==> src/rtl/text_ram_writer.sv <==
// Byte-stream feeder for the character-cell text RAM. Owns the RAM's address/write
// port, passing the display's scan address through and writing only during blanking.
module text_ram_writer #(
  parameter int          ROW_BITS = 5,
  parameter int          COL_BITS = 5,
  parameter logic [7:0]  FILL     = 8'h00
) (
  input  logic                         clk,
  input  logic                         reset,
  input  logic                         display_on,
  input  logic [ROW_BITS+COL_BITS-1:0] disp_addr,
  input  logic [7:0]                   in_data,
  input  logic                         in_valid,
  output logic                         in_ready,
  output logic [ROW_BITS+COL_BITS-1:0] ram_addr,
  output logic [7:0]                   ram_din,
  output logic                         ram_we,
  output logic [ROW_BITS+COL_BITS-1:0] cursor,
  output logic                         busy
);

  localparam int A = ROW_BITS + COL_BITS;
  localparam logic [A-1:0]        ADDR_ONE = A'(1);
  localparam logic [ROW_BITS-1:0] ROW_ONE  = ROW_BITS'(1);

  typedef enum logic [1:0] {
    ST_IDLE  = 2'd0,
    ST_WRITE = 2'd1,
    ST_CLEAR = 2'd2
  } state_t;

  state_t       state_q, state_d;
  logic [A-1:0] cursor_q, cursor_d;
  logic [A-1:0] clr_addr_q, clr_addr_d;
  logic [7:0]   byte_q, byte_d;
  logic [A-1:0] wr_addr;
  logic         accept;

  always_ff @(posedge clk) begin
    if (reset) begin
      state_q    <= ST_IDLE;
      cursor_q   <= '0;
      clr_addr_q <= '0;
    end else begin
      state_q    <= state_d;
      cursor_q   <= cursor_d;
      clr_addr_q <= clr_addr_d;
    end
  end

  // Latched character carries no control meaning, so it is left out of reset.
  always_ff @(posedge clk) begin
    byte_q <= byte_d;
  end

  always_comb begin
    state_d    = state_q;
    cursor_d   = cursor_q;
    clr_addr_d = clr_addr_q;
    byte_d     = byte_q;
    accept     = (state_q == ST_IDLE) && in_valid;

    case (state_q)
      ST_IDLE: begin
        if (accept) begin
          if (!in_data[7]) begin
            byte_d  = in_data;
            state_d = ST_WRITE;
          end else if (in_data == 8'h80) begin
            clr_addr_d = '0;
            state_d    = ST_CLEAR;
          end else if (in_data == 8'h81) begin
            cursor_d = '0;
          end else if (in_data == 8'h82) begin
            cursor_d = {cursor_q[A-1:COL_BITS] + ROW_ONE, {COL_BITS{1'b0}}};
          end
        end
      end
      ST_WRITE: begin
        if (!display_on) begin
          cursor_d = cursor_q + ADDR_ONE;
          state_d  = ST_IDLE;
        end
      end
      ST_CLEAR: begin
        // Suspended, not restarted, while the display owns the RAM.
        if (!display_on) begin
          clr_addr_d = clr_addr_q + ADDR_ONE;
          if (clr_addr_q == {A{1'b1}}) begin
            cursor_d = '0;
            state_d  = ST_IDLE;
          end
        end
      end
      default: state_d = ST_IDLE;
    endcase
  end

  // Port mux: display always wins, writes only land in blanking cycles.
  always_comb begin
    wr_addr  = (state_q == ST_CLEAR) ? clr_addr_q : cursor_q;
    ram_addr = display_on ? disp_addr : wr_addr;
    ram_din  = (state_q == ST_CLEAR) ? FILL : byte_q;
    ram_we   = !display_on && (state_q != ST_IDLE);
    in_ready = (state_q == ST_IDLE);
    busy     = (state_q != ST_IDLE);
    cursor   = cursor_q;
  end

endmodule

==> config.mk <==
export PLATFORM = sky130hd
export DESIGN_NAME = text_ram_writer
export DESIGN_NICKNAME = d
export VERILOG_FILES = /design/src/rtl/text_ram_writer.sv
export SDC_FILE = /design/constraint.sdc
export NUM_CORES = 1
export LEC_CHECK = 0
export CORE_AREA = 2 2 63 65
export CTS_CLUSTER_DIAMETER = 50
export DETAILED_ROUTE_END_ITERATION = 12
export DIE_AREA = 0 0 65 67
export PLACE_DENSITY = 0.82
export SLEW_MARGIN = 15
export SYNTH_ARGS = -nofsm -noshare
export SYNTH_HDL_FRONTEND = slang
export SYNTH_SLANG_ARGS = --single-unit
export TNS_END_PERCENT = 100
==> constraint.sdc <==
create_clock -name clk -period 5.93 [get_ports clk]
set_input_delay 1.186 -clock clk [delete_from_list [all_inputs] [get_ports clk]]
set_output_delay 1.186 -clock clk [all_outputs]
set_load 0.01 [all_outputs]
# ---- Word level (Yosys, flattened, before mapping)
# Index checks and enable logic that the tools add are counted.
dict set report op_classes {
  addsub 3
  n_eq_ne 15
  n_mux 24
  bitwise_logic 1
  n_reduce_logical 11
}
# op count
set op_table {}
lappend op_table {{$mux W10} 14}
lappend op_table {{$pmux W10 S3} 1}
lappend op_table {{$eq A8 B8 Y1 const B} 3}
lappend op_table {{$add A10 B1 Y10 const B} 2}
lappend op_table {{$pmux W10 S2} 1}
lappend op_table {{$mux W2} 6}
lappend op_table {{$eq A10 B10 Y1 const B} 1}
lappend op_table {{$ne A2 B2 Y1 const B} 5}
lappend op_table {{$reduce_and A5 Y1} 2}
lappend op_table {{$reduce_and A8 Y1} 1}
lappend op_table {{$mux W7} 1}
lappend op_table {{$pmux W2 S3} 1}
lappend op_table {{$add A5 B1 Y5 const B} 1}
lappend op_table {{$ne A2 B1 Y1 const B} 2}
lappend op_table {{$reduce_bool A2 Y1} 2}
lappend op_table {{$ne A3 B1 Y1 const B} 1}
lappend op_table {{$ne A3 B2 Y1 const B} 1}
lappend op_table {{$reduce_and A3 Y1} 1}
lappend op_table {{$reduce_bool A3 Y1} 1}
lappend op_table {{$eq A2 B1 Y1 const B} 1}
lappend op_table {{$eq A2 B2 Y1 const B} 1}
lappend op_table {{$logic_and A1 B1 Y1} 2}
lappend op_table {{$logic_not A2 Y1} 1}
lappend op_table {{$logic_not A1 Y1} 1}
lappend op_table {{$not A1 Y1} 1}
dict set report word_totals {
  register_bits 29
  in_bits 22
  output_inout_bits 31
  word_cells 58
}

# ---- Longest topological paths before layout
# Gate-level depths: netlist of run 1.
dict set report depth {
  depth_word 7
  mapped_depth 8
  ltp_nobuf 7
}

# ---- Least setup slack after synthesis of run 1
# Ideal clock, no wire load.
dict set report synth_timing {
  path_type {input to register}
  startpoint {in in_data[3]}
  endpoint {reg cursor_q[4], in the netlist cursor[4]}
  setup_ns 0.070
  arrival_ns 3.251
  required_ns 5.860
  path_slack_ns 2.608
  stages 6
  path_buffers 1
  path_cell_list {or4_4 -> o31a_1 -> or4_1 -> buf_2 -> or4_1 -> a21oi_1}
}
dict set report synth_via {
  elab_chain_cells 6
  word_cells_on_any_way 11
  classes_between {eq/ne (5); mux (5); reduce/logical (1)}
}
# element line
set synth_lines {}
lappend synth_lines {{from (decl)} 12} ;# input logic [7:0] in_data,
lappend synth_lines {{$eq A8 B8 Y1} 72} ;# end else if (in_data == 8'h81) begin
lappend synth_lines {{$mux W10} 72}
lappend synth_lines {{$mux W10} 69} ;# end else if (in_data == 8'h80) begin
lappend synth_lines {{$mux W10} 66} ;# if (!in_data[7]) begin
lappend synth_lines {{$mux W10} 65} ;# if (accept) begin
lappend synth_lines {{$pmux W10 S3} 63} ;# case (state_q)
lappend synth_lines {{to (signal assigned)} 46} ;# cursor_q <= cursor_d;
lappend synth_lines {{to (decl)} 33} ;# logic [A-1:0] cursor_q, cursor_d;
# Parallel ways exist; a longest one is shown, timed or not. The select of a mux whose other input is x is not followed.
# A chain may end at the register's enable or synchronous reset.

# ---- Worst setup path in the final report of run 1
dict set report layout_timing {
  startpoint {in display_on}
  endpoint {out ram_addr[8]}
}
dict set report layout_via {
  elab_chain_cells 1
}
# element line
set layout_lines {}
lappend layout_lines {{from (decl)} 10} ;# input logic display_on,
lappend layout_lines {{$mux W10} 102} ;# ram_addr = display_on ? disp_addr : wr_addr;
lappend layout_lines {{to (decl)} 15} ;# output logic [ROW_BITS+COL_BITS-1:0] ram_addr,
# Every way passes these cells.

==> results of run 1 <==
worst reg2reg max path, stage by stage (launching register included):
cell	delay (ns)
dfxtp_1	0.40
inv_1	0.09
ha_1	0.57
a21oi_1	0.29
a41oi_1	0.12
or4_1	0.68
or4_1	0.54
a21oi_1	0.15
through the flow:
step                hold WS (ns)  instance area, µm²  cells  util [%]
floorplan                 0.4660                1763    211         -
detailed placement        0.5008                2302    301     63.84
global placement          0.5010                2302    301     63.84
CTS                       0.5075                2385    309     66.13
global route              0.5454                2385    309     66.13
finish                    0.5017                2385    309     66.13
area by class of cell:
type / instances / area [µm²] / area share [%]
multi-input cells: 164 / 1040 / 43.60
flip-flops and latches: 29 / 650.6 / 27.28
clock buffers: 6 / 72.57 / 3.043
repair buffers: 53 / 525.5 / 22.04
inverters: 7 / 26.28 / 1.102
clock inverters: 2 / 10.01 / 0.4197
well taps: 48 / 60.06 / 2.518
worst max-delay path by stage:
stage,startpoint,end,cells past startpoint
2_1_floorplan,in_data[3],cursor[4],6
3_5_place_dp,display_on,ram_addr[6],3
3_3_place_gp,display_on,ram_addr[1],4
5_1_grt,display_on,ram_addr[4],4
4_1_cts,display_on,ram_addr[8],4
6_report,display_on,ram_addr[8],4
cell usage in the layout, fill, tap and decap left out, types with 9 or more instances in the layout:
cell type,n
nand3_1,9
mux2i_1,10
nor2_1,18
a21oi_1,13
o21ai_0,15
clkdlybuf4s50_1,51
dfxtp_1,22
xor2_1,9
nand2_1,24
state kept, by name (all words and copies together) (netlist names):
name / flops
byte_q: 7
clr_addr_q: 10
cursor: 10
state_q: 2
power by group:
group          leakage [nW]  switching (W)  internal (W)
registers             0.243     0.00000470      0.000208
clock network        0.0450      0.0000769     0.0000811
logic                 0.572      0.0000439     0.0000443
kinds of logic after synthesis:
logic type	after synthesis
flops	29
buf+inv	18
xor+xnor	10
simple gates	90
mux	10
other cells	1
compound gates	46
fa+ha+maj	7
layer usage:
layer  track usage (%)  vias up  part of all wire, %
met2             37.11       77                   47
met1             27.34      798                   44
met5                 0        -                    0
li1                  -      866                    -
met3             5.743       13                  7.1
met4             8.245        0                  1.8
==> key figures, run 1 <==
Synth
  – Syn Nets: 240
  – Post-synth EDFFs: 7
  – Synth Flop Type: dfxtp_1
  – Post-Synth Adder-Cell Area: ~5%
  – Count leader, synth: nand2_1
  – Post-synthesis mux area share: 5.678%
  – Yosys top cell by area: dfxtp_1
  – Simple-gate portion of the synthesized area: 27.04%
  – Post-synthesis async set-or-reset flop share: 0%
  – Seq cells post-synth: 29
  – Combinational family with the most area after synthesis: simple AND/OR/NAND/NOR gates
  – Synth Warn #: 0
  – Register area share after synthesis: 36.91%
  – Area of the mapped netlist: 1763 µm²
  – Synth cell types: 44
  – Synth top area share: 24.98%
  – Synth Area in XOR/XNOR: 4.968%
  – Mapped Cells: around 210
  – Synth top area cells: dfxtp_1 25%, edfxtp_1 12%, mux2i_1 5.7%
  – Syn avg cell area: approximately 8.4 µm²
  – Post-synthesis compound-gate area fraction: 16.11%
  – Synth cell count leaders: 24 x nand2_1, 22 x dfxtp_1, 18 x nor2_1

Critical path
  – Required @ worst endpoint: 4.74 ns
  – Slowest cell on crit path: clkdlybuf4s50_1
  – Startpoint Class: input port
  – Delay-heaviest family, CP: buffers and inverters
  – Reg2reg path depth: 7
  – CP most frequent cell: clkdlybuf4s50_1
  – CP peak stage delay: 0.95 ns
  – R2r setup slk: about 3 ns
  – Worst R2R End: cursor[4]
  – CP Capture Type: output pin
  – RR Startpoint: state_q[0]
  – Worst Path Arrival: 2.93 ns
  – Critical-path cell list: clkdlybuf4s50_1, nand2_1, o21ai_0, clkdlybuf4s50_1
  – Highest net fanout along the worst path: 25
  – Crit path buf inv count: 2
  – Crit Path Class: input port to output pin

Die
  – Die Span Y: 67 µm
  – Initial Utilization: 48.89%
  – # rows: 22
  – Area of the core region: 3606 µm²
  – Io pins: between 50 and 60
  – Area of the die: 4355 µm²
  – Die Wd: 65 µm

Timing
  – Final setup violating endpoints: 0
  – Hold Fails Final Rpt: 0
  – Fin. max-slew vios: 0
  – Fmax: 243.0 MHz
  – Min Tclk post-route: ~4 ns
  – Worst slew margin relative to its limit: 28.50%
  – Final worst setup slack: ~1.8 ns
  – RSZ-0062 raised after global routing: false
  – Crit share post-route: 69.41%
  – Setup TNS: 0 ns
  – Worst slew pin tran: between 1 and 1.5 ns
  – Clock skew: roughly 0.0071 ns

Min path
  – Destination of the worst hold path: cursor[1]
  – Hold Path Stages: 2
  – Min-Delay Path Class: flip-flop to flip-flop
  – Hold path start: cursor[1]

Outcome
  – Status: complete, no violations

Finish
  – Layout cell share with drive strength beyond 1: 4.215%
  – Nets: 289
  – Antenna Cells: 0
  – Number of fill cells: between 300 and 400
  – Area Growth Syn to Fin: 35.27%

Place
  – Port buffer count: 51
  – Placed wire-length estimate: approximately 3300 µm
  – Gpl congestion: 0.8750
  – Pre-CTS WS: 1.805 ns

Clocking
  – Cts-stage hold buffer count: 0
  – Total number of H-tree levels: 2
  – CTS tree: built
  – Num CTS Buffers: 5
  – Clock tree buffer depth: 2
  – Post-CTS Setup Inserts: 0
  – CTS Sinks: 29
  – PostCTS Resize Cnt: 0
  – Clk_lat worst skew: 0.28 ns
  – Reg clk slew, reported paths: approximately 0.060 ns
  – CTS root buf: clkbuf_8

Detailed routing
  – TritonRoute pass-1 iters: 5
  – DR iter-0 viols: 80
  – DRT antenna net count: 0
  – Vias: 1754
  – Vias per Instance: 5.676
  – DRC: 0
  – Total wire length: 4559 µm
  – Wire per inst: 14.75 µm

Global route
  – GR Util All Layers: 22.17%
  – First-pass GRT wire length: 7514 µm
  – Vias in the first global route: around 1700
  – Remaining Overflow, GRT: 0
  – Initial antenna violation count: 0
  – Largest net degree at the start of global routing: 26

Power and ir drop
  – Max VDD drop: 0.0001013 V
  – P_leak: ~0.86 nW
  – Final Total Pwr: 0.0004586 W
  – PwrDens: 192.3 nW/µm²

Flow run
  – Max-Cap Viols: 0
Note: power is estimated with default switching activity, not from simulation.
==> run 2, diff against run 1 <==
--- a/config.mk
+++ b/config.mk
@@ -5,11 +5,11 @@
 export SDC_FILE = /design/constraint.sdc
 export NUM_CORES = 1
 export LEC_CHECK = 0
-export CORE_AREA = 2 2 63 65
+export CORE_AREA = 2 2 68 70
 export CTS_CLUSTER_DIAMETER = 50
 export DETAILED_ROUTE_END_ITERATION = 12
-export DIE_AREA = 0 0 65 67
-export PLACE_DENSITY = 0.82
+export DIE_AREA = 0 0 70 72
+export PLACE_DENSITY = 0.74
 export SLEW_MARGIN = 15
 export SYNTH_ARGS = -nofsm -noshare
 export SYNTH_HDL_FRONTEND = slang
==> constraint.sdc (replaced) <==
create_clock -name clk -period 3.5 [get_ports clk]
set_input_delay 0.7 -clock clk [delete_from_list [all_inputs] [get_ports clk]]
set_output_delay 0.7 -clock clk [all_outputs]
set_load 0.01 [all_outputs]
==> key figures, run 2 (same netlist as run 1, synthesis figures left out) <==
Outcome
  – Status: complete, no violations

Critical path
  – Highest net fanout along the worst path: 23
  – Crit Path Class: flip-flop to output pin
  – Critical-path cell list: inv_1, ha_1, mux2i_1, o21ai_0, clkdlybuf4s50_1
  – CP peak stage delay: 0.85 ns
  – Required @ worst endpoint: roughly 2.8 ns
  – CP Capture Type: output pin
  – Startpoint Class: flip-flop
  – Slowest cell on crit path: ha_1
  – Worst Path Arrival: 2.55 ns

Place
  – Placed cell count: 308
  – Port buffer count: approximately 50
  – Pre-CTS WS: ~0.22 ns
  – Placed wire-length estimate: 3274 µm
  – DP Area: 2330 µm²
  – Gpl congestion: between 0.8 and 0.9

Finish
  – Commonest non-fill, non-tap cells in the layout: 51 x clkdlybuf4s50_1, 24 x nand2_1, 22 x dfxtp_1, 18 x nor2_1, 15 x o21ai_0
  – Antenna Cells: 0
  – Final Instance Area: 2420 µm²
  – Area Growth Syn to Fin: 37.26%
  – Nets: 292
  – Final std cells w/o fill: 316
  – Util after Layout: 56.75%
  – Number of fill cells: approximately 400
  – Commonest non-fill, non-tap cell in the layout: clkdlybuf4s50_1
  – Layout cell share with drive strength beyond 1: 4.924%

Power and ir drop
  – Combinational share of power: 19.2%
  – Sequential power share: 45.3%
  – Switch Pwr: 0.0002026 W
  – Max VDD drop: 0.0001888 V
  – Clock share of power: 35.5%
  – PwrDens: between 300 and 400 nW/µm²
  – Internal power: ~0.00059 W
  – P_leak: 0.8748 nW
  – Sw frac: between 20% and 30%

Clocking
  – CTS root buf: clkbuf_8
  – Reg clk slew, reported paths: ~0.06 ns
  – Clk_lat worst skew: 0.28 ns
  – Num CTS Buffers: 5
  – CTS Sinks: 29
  – Cts-stage hold buffer count: 0
  – Post-CTS Setup Inserts: 0
  – PostCTS Resize Cnt: 0
  – CTS tree: built
  – Total number of H-tree levels: 2
  – Clock tree buffer depth: 2

Global route
  – Vias in the first global route: 1620
  – Remaining Overflow, GRT: 0
  – First-pass GRT wire length: roughly 7400 µm
  – Initial antenna violation count: 0
  – Largest net degree at the start of global routing: 24
  – GR Util All Layers: 18.54%

Detailed routing
  – Met3 WL: 235 µm
  – DR iter-0 viols: 83
  – Vias per Instance: around 5.4
  – DRT antenna net count: 0
  – DRC: 0
  – Met1 WL: between 2000 and 2500 µm
  – Total wire length: 4413 µm
  – Met2 Wirelength: 2061 µm
  – Wire per inst: 13.97 µm
  – Vias: 1702
  – TritonRoute pass-1 iters: 4
  – Top Metal Used: met4

Timing
  – Clock skew: 0.003869 ns
  – Fmax: 307.8 MHz
  – Crit share post-route: 92.83%
  – Final setup violating endpoints: 0
  – Worst slew margin relative to its limit: just over 30%
  – Min Tclk post-route: 3.249 ns
  – Fin. max-slew vios: 0
  – Worst slew pin tran: 1.042 ns
  – Setup TNS: 0 ns
  – Hold Fails Final Rpt: 0
  – Final worst setup slack: between 0.2 and 0.3 ns
  – RSZ-0062 raised after global routing: false

Die
  – Initial Utilization: 41.34%
  – Io pins: 53
  – Area of the core region: 4264 µm²
  – Die Span Y: 72 µm
  – Area of the die: a little over 5000 µm²
  – Die Wd: 70 µm
  – # rows: 24

Min path
  – Min-Delay Path Class: flip-flop to flip-flop

Flow run
  – Max-Cap Viols: 0
-- run 2: cell types whose count changed in the layout (fill, tap and decap cells not counted), sizes merged --
cell / delta
clkbuf: +2
clkinv: -2
buf: +3
-- run 2: final cells by class --
type / count / area [µm²] / share of cell area [%]
Multi-Input combinational cell: 164 / 1040 / 42.97
Sequential cell: 29 / 650.6 / 26.89
Timing Repair Buffer: 56 / 548.0 / 22.65
Clock buffer: 8 / 90.09 / 3.723
Tap cell: 52 / 65.06 / 2.689
Inverter: 7 / 26.28 / 1.086
-- run 2: worst max-delay path: cells and delay by family (launching register included) --
| family | cells | cell delay, ns |
|---|---|---|
| muxes | 1 | 0.22 |
| adders and majority gates | 1 | 0.85 |
| AOI/OAI and AO/OA | 1 | 0.20 |
| DFF | 1 | 0.34 |
| buffers and inverters | 2 | 0.65 |
-- run 2: worst paths after layout --
path | start | to | slack (ns) | depth (start not counted)
worst min register to register | cursor[1] | cursor[1] | 0.51 | 2
worst min-delay path | cursor[1] | cursor[1] | 0.51 | 2
worst max-delay path | state_q[0] | ram_addr[9] | 0.25 | 5
worst max register to register | state_q[0] | cursor[4] | 0.75 | 7
-- run 2: power groups by stage --
stage / sequential (W) / combinational, W / clock (W)
floorplan: 0.000366 / 0.0000721 / 0
global placement: 0.000366 / 0.000150 / 0
detailed placement: 0.000366 / 0.000151 / 0
CTS: 0.000359 / 0.000152 / 0.000284
global route: 0.000360 / 0.000167 / 0.000299
finish: 0.000359 / 0.000152 / 0.000281
-- run 2: metal layers --
| metal | track usage (%) | vias to the layer above |
|---|---|---|
| met5 | 0 | - |
| met4 | 6.410 | 0 |
| met3 | 4.444 | 8 |
| met2 | 30.48 | 43 |
| met1 | 24.07 | 778 |
| li1 | - | 873 |
-- run 2: metrics by stage --
stage / total power (W) / hold WS (ns)
floorplan: 0.0004378 / 0.4660
global placement: 0.0005164 / 0.5021
detailed placement: 0.0005178 / 0.5026
CTS: 0.0007955 / 0.5144
global route: 0.0008261 / 0.5569
finish: 0.0007925 / 0.5083
==> run 3, diff against run 2 <==
--- a/config.mk
+++ b/config.mk
@@ -5,11 +5,14 @@
 export SDC_FILE = /design/constraint.sdc
 export NUM_CORES = 1
 export LEC_CHECK = 0
-export CORE_AREA = 2 2 68 70
+export ABC_CLOCK_PERIOD_IN_PS = 3500
+export CORE_AREA = 2 2 67 69
+export CTS_BUF_LIST = sky130_fd_sc_hd__clkbuf_4
 export CTS_CLUSTER_DIAMETER = 50
 export DETAILED_ROUTE_END_ITERATION = 12
-export DIE_AREA = 0 0 70 72
-export PLACE_DENSITY = 0.74
+export DIE_AREA = 0 0 69 71
+export MAX_ROUTING_LAYER = met4
+export PLACE_DENSITY = 0.76
 export SLEW_MARGIN = 15
 export SYNTH_ARGS = -nofsm -noshare
 export SYNTH_HDL_FRONTEND = slang
==> key figures, run 3 (same netlist as run 1, synthesis figures left out) <==
Critical path
  – Crit Path Class: flip-flop to output pin
  – Critical path origin: state_q[0]
  – Highest net fanout along the worst path: 23
  – RR Startpoint: state_q[0]
  – Required @ worst endpoint: 2.80 ns
  – Startpoint Class: flip-flop
  – CP Capture Type: output pin
  – Worst Path Arrival: approximately 2.2 ns

Timing
  – Final hold slack: 0.5083 ns
  – RSZ-0062 raised after global routing: false
  – Hold Fails Final Rpt: 0
  – Min Tclk post-route: 2.945 ns
  – Crit share post-route: 84.13%
  – Setup TNS: 0 ns
  – Clock skew: 0.01151 ns
  – Worst slew margin relative to its limit: 60.08%
  – Fmax: 339.6 MHz
  – Worst slew pin tran: 0.5970 ns
  – Fin. max-slew vios: 0
  – Final setup violating endpoints: 0

Finish
  – Util after Layout: 56.96%
  – Commonest non-fill, non-tap cell in the layout: clkdlybuf4s50_1
  – Area of the multi-input gates: roughly 1000 µm²
  – Antenna Cells: 0
  – Layout cell share with drive strength beyond 1: 6.415%
  – Nets: 293
  – Commonest non-fill, non-tap cells in the layout: 51 x clkdlybuf4s50_1, 24 x nand2_1, 22 x dfxtp_1, 18 x nor2_1, 15 x o21ai_0
  – FF+latch area: roughly 650 µm²
  – Area Growth Syn to Fin: 35.84%
  – Number of fill cells: approximately 400

Clocking
  – Clock tree buffer depth: 2
  – CTS Sinks: 29
  – Clk_lat worst skew: 0.33 ns
  – CTS tree: built
  – Reg clk slew, reported paths: 0.10 ns
  – Total number of H-tree levels: 2
  – CTS root buf: clkbuf_4
  – Num CTS Buffers: 5
  – Cts-stage hold buffer count: 0

Min path
  – Hold path start: cursor[1]
  – Min-Delay Path Class: flip-flop to flip-flop

Flow run
  – Max-Cap Viols: 0

Detailed routing
  – Total wire length: 4468 µm
  – Vias per Instance: 5.502
  – DR iter-0 viols: 184
  – Vias: 1744
  – Wire per inst: around 14 µm
  – DRT antenna net count: 0
  – DRC: 0
  – TritonRoute pass-1 iters: 4

Power and ir drop
  – Combinational share of power: 21.6%
  – P_leak: 0.8636 nW
  – Clock share of power: between 20% and 30%
  – Max VDD drop: 0.0001425 V
  – PwrDens: 296.7 nW/µm²
  – Switch Pwr: 0.0002048 W
  – Internal power: 0.0005058 W
  – Sw frac: just under 30%
  – Sequential power share: ~50%

Global route
  – Largest net degree at the start of global routing: 24
  – Vias in the first global route: 1621
  – Remaining Overflow, GRT: 0
  – GR Util All Layers: 19.51%
  – First-pass GRT wire length: 7500 µm
  – Initial antenna violation count: 0

Die
  – Initial Utilization: 41.93%
  – Die Wd: between 60 and 70 µm
  – # rows: 24
  – Area of the die: 4899 µm²
  – Io pins: 53
  – Die Span Y: 71 µm
  – Area of the core region: 4204 µm²

Place
  – Placed wire-length estimate: 3283 µm
  – Port buffer count: 51
  – Gpl congestion: 0.8596

Outcome
  – Status: complete, no violations
## run 3: cell types whose count changed in the layout (fill, tap and decap cells not counted)
cell / before / now
clkbuf_4: 0 / 5
clkbuf_8: 6 / 0
clkinv_2: 0 / 2
buf_4: 5 / 6
ha_1: 7 / 6
clkbuf_1: 2 / 0
clkinvlp_4: 0 / 1
ha_2: 0 / 1
## run 3: worst paths after layout
kind,endpoint,slack [ns],cells past startpoint
worst max-delay path,ram_addr[7],0.56,5
worst min-delay path,cursor[1],0.51,2
worst max register to register,cursor[4],1.00,7
worst min register to register,cursor[1],0.51,2
## run 3: per-stage QoR
step	total power [W]	area, µm²	setup WS (ns)	std cells
3_5_place_dp	0.0005186	2337	0.2293	309
3_3_place_gp	0.0005173	2337	0.2620	309
6_report	0.0007106	2395	0.5554	317
4_1_cts	0.0007133	2392	0.1800	317
2_1_floorplan	0.0004378	1763	0.6641	211
5_1_grt	0.0007443	2395	0.3739	317
## run 3: critical path: stages (launching register included)
cell             delay (ns)
dfxtp_1                0.35
inv_1                  0.09
ha_2                   0.54
mux2i_1                0.18
o21ai_0                0.18
clkdlybuf4s50_1        0.56
## run 3: cell type report
type / instances / area share, %
multi-input combinational: 164 / 43.52
clock inverter: 3 / 0.7315
clock buffer: 5 / 1.567
tap: 52 / 2.717
inverter: 7 / 1.097
sequential: 29 / 27.17
timing repair buffer: 57 / 23.20
## run 3: per-layer routing
metal  vias to the layer above  global-route usage (%)  wire length (µm)
li1                        877                       -                 -
met1                       807                   25.13              2048
met2                        52                   30.98              2100
met4                         0                   5.011                57
met3                         8                   4.701               260
met5                         -                       -                 0
## run 3: what timing repair did
item | 4_1_cts | 5_1_grt
setup endpoints to repair | 0 | 1
setup buffers | 0 | 0
gates resized for setup | 0 | 1
## run 3: power groups by stage
stage / Clock, W / Sequential [W] / Combinational (W)
final: 0.000199 / 0.000358 / 0.000153
after floorplan: 0 / 0.000366 / 0.0000721
after CTS: 0.000201 / 0.000359 / 0.000153
after detailed placement: 0 / 0.000366 / 0.000152
after global routing: 0.000216 / 0.000360 / 0.000169
after global placement: 0 / 0.000367 / 0.000151
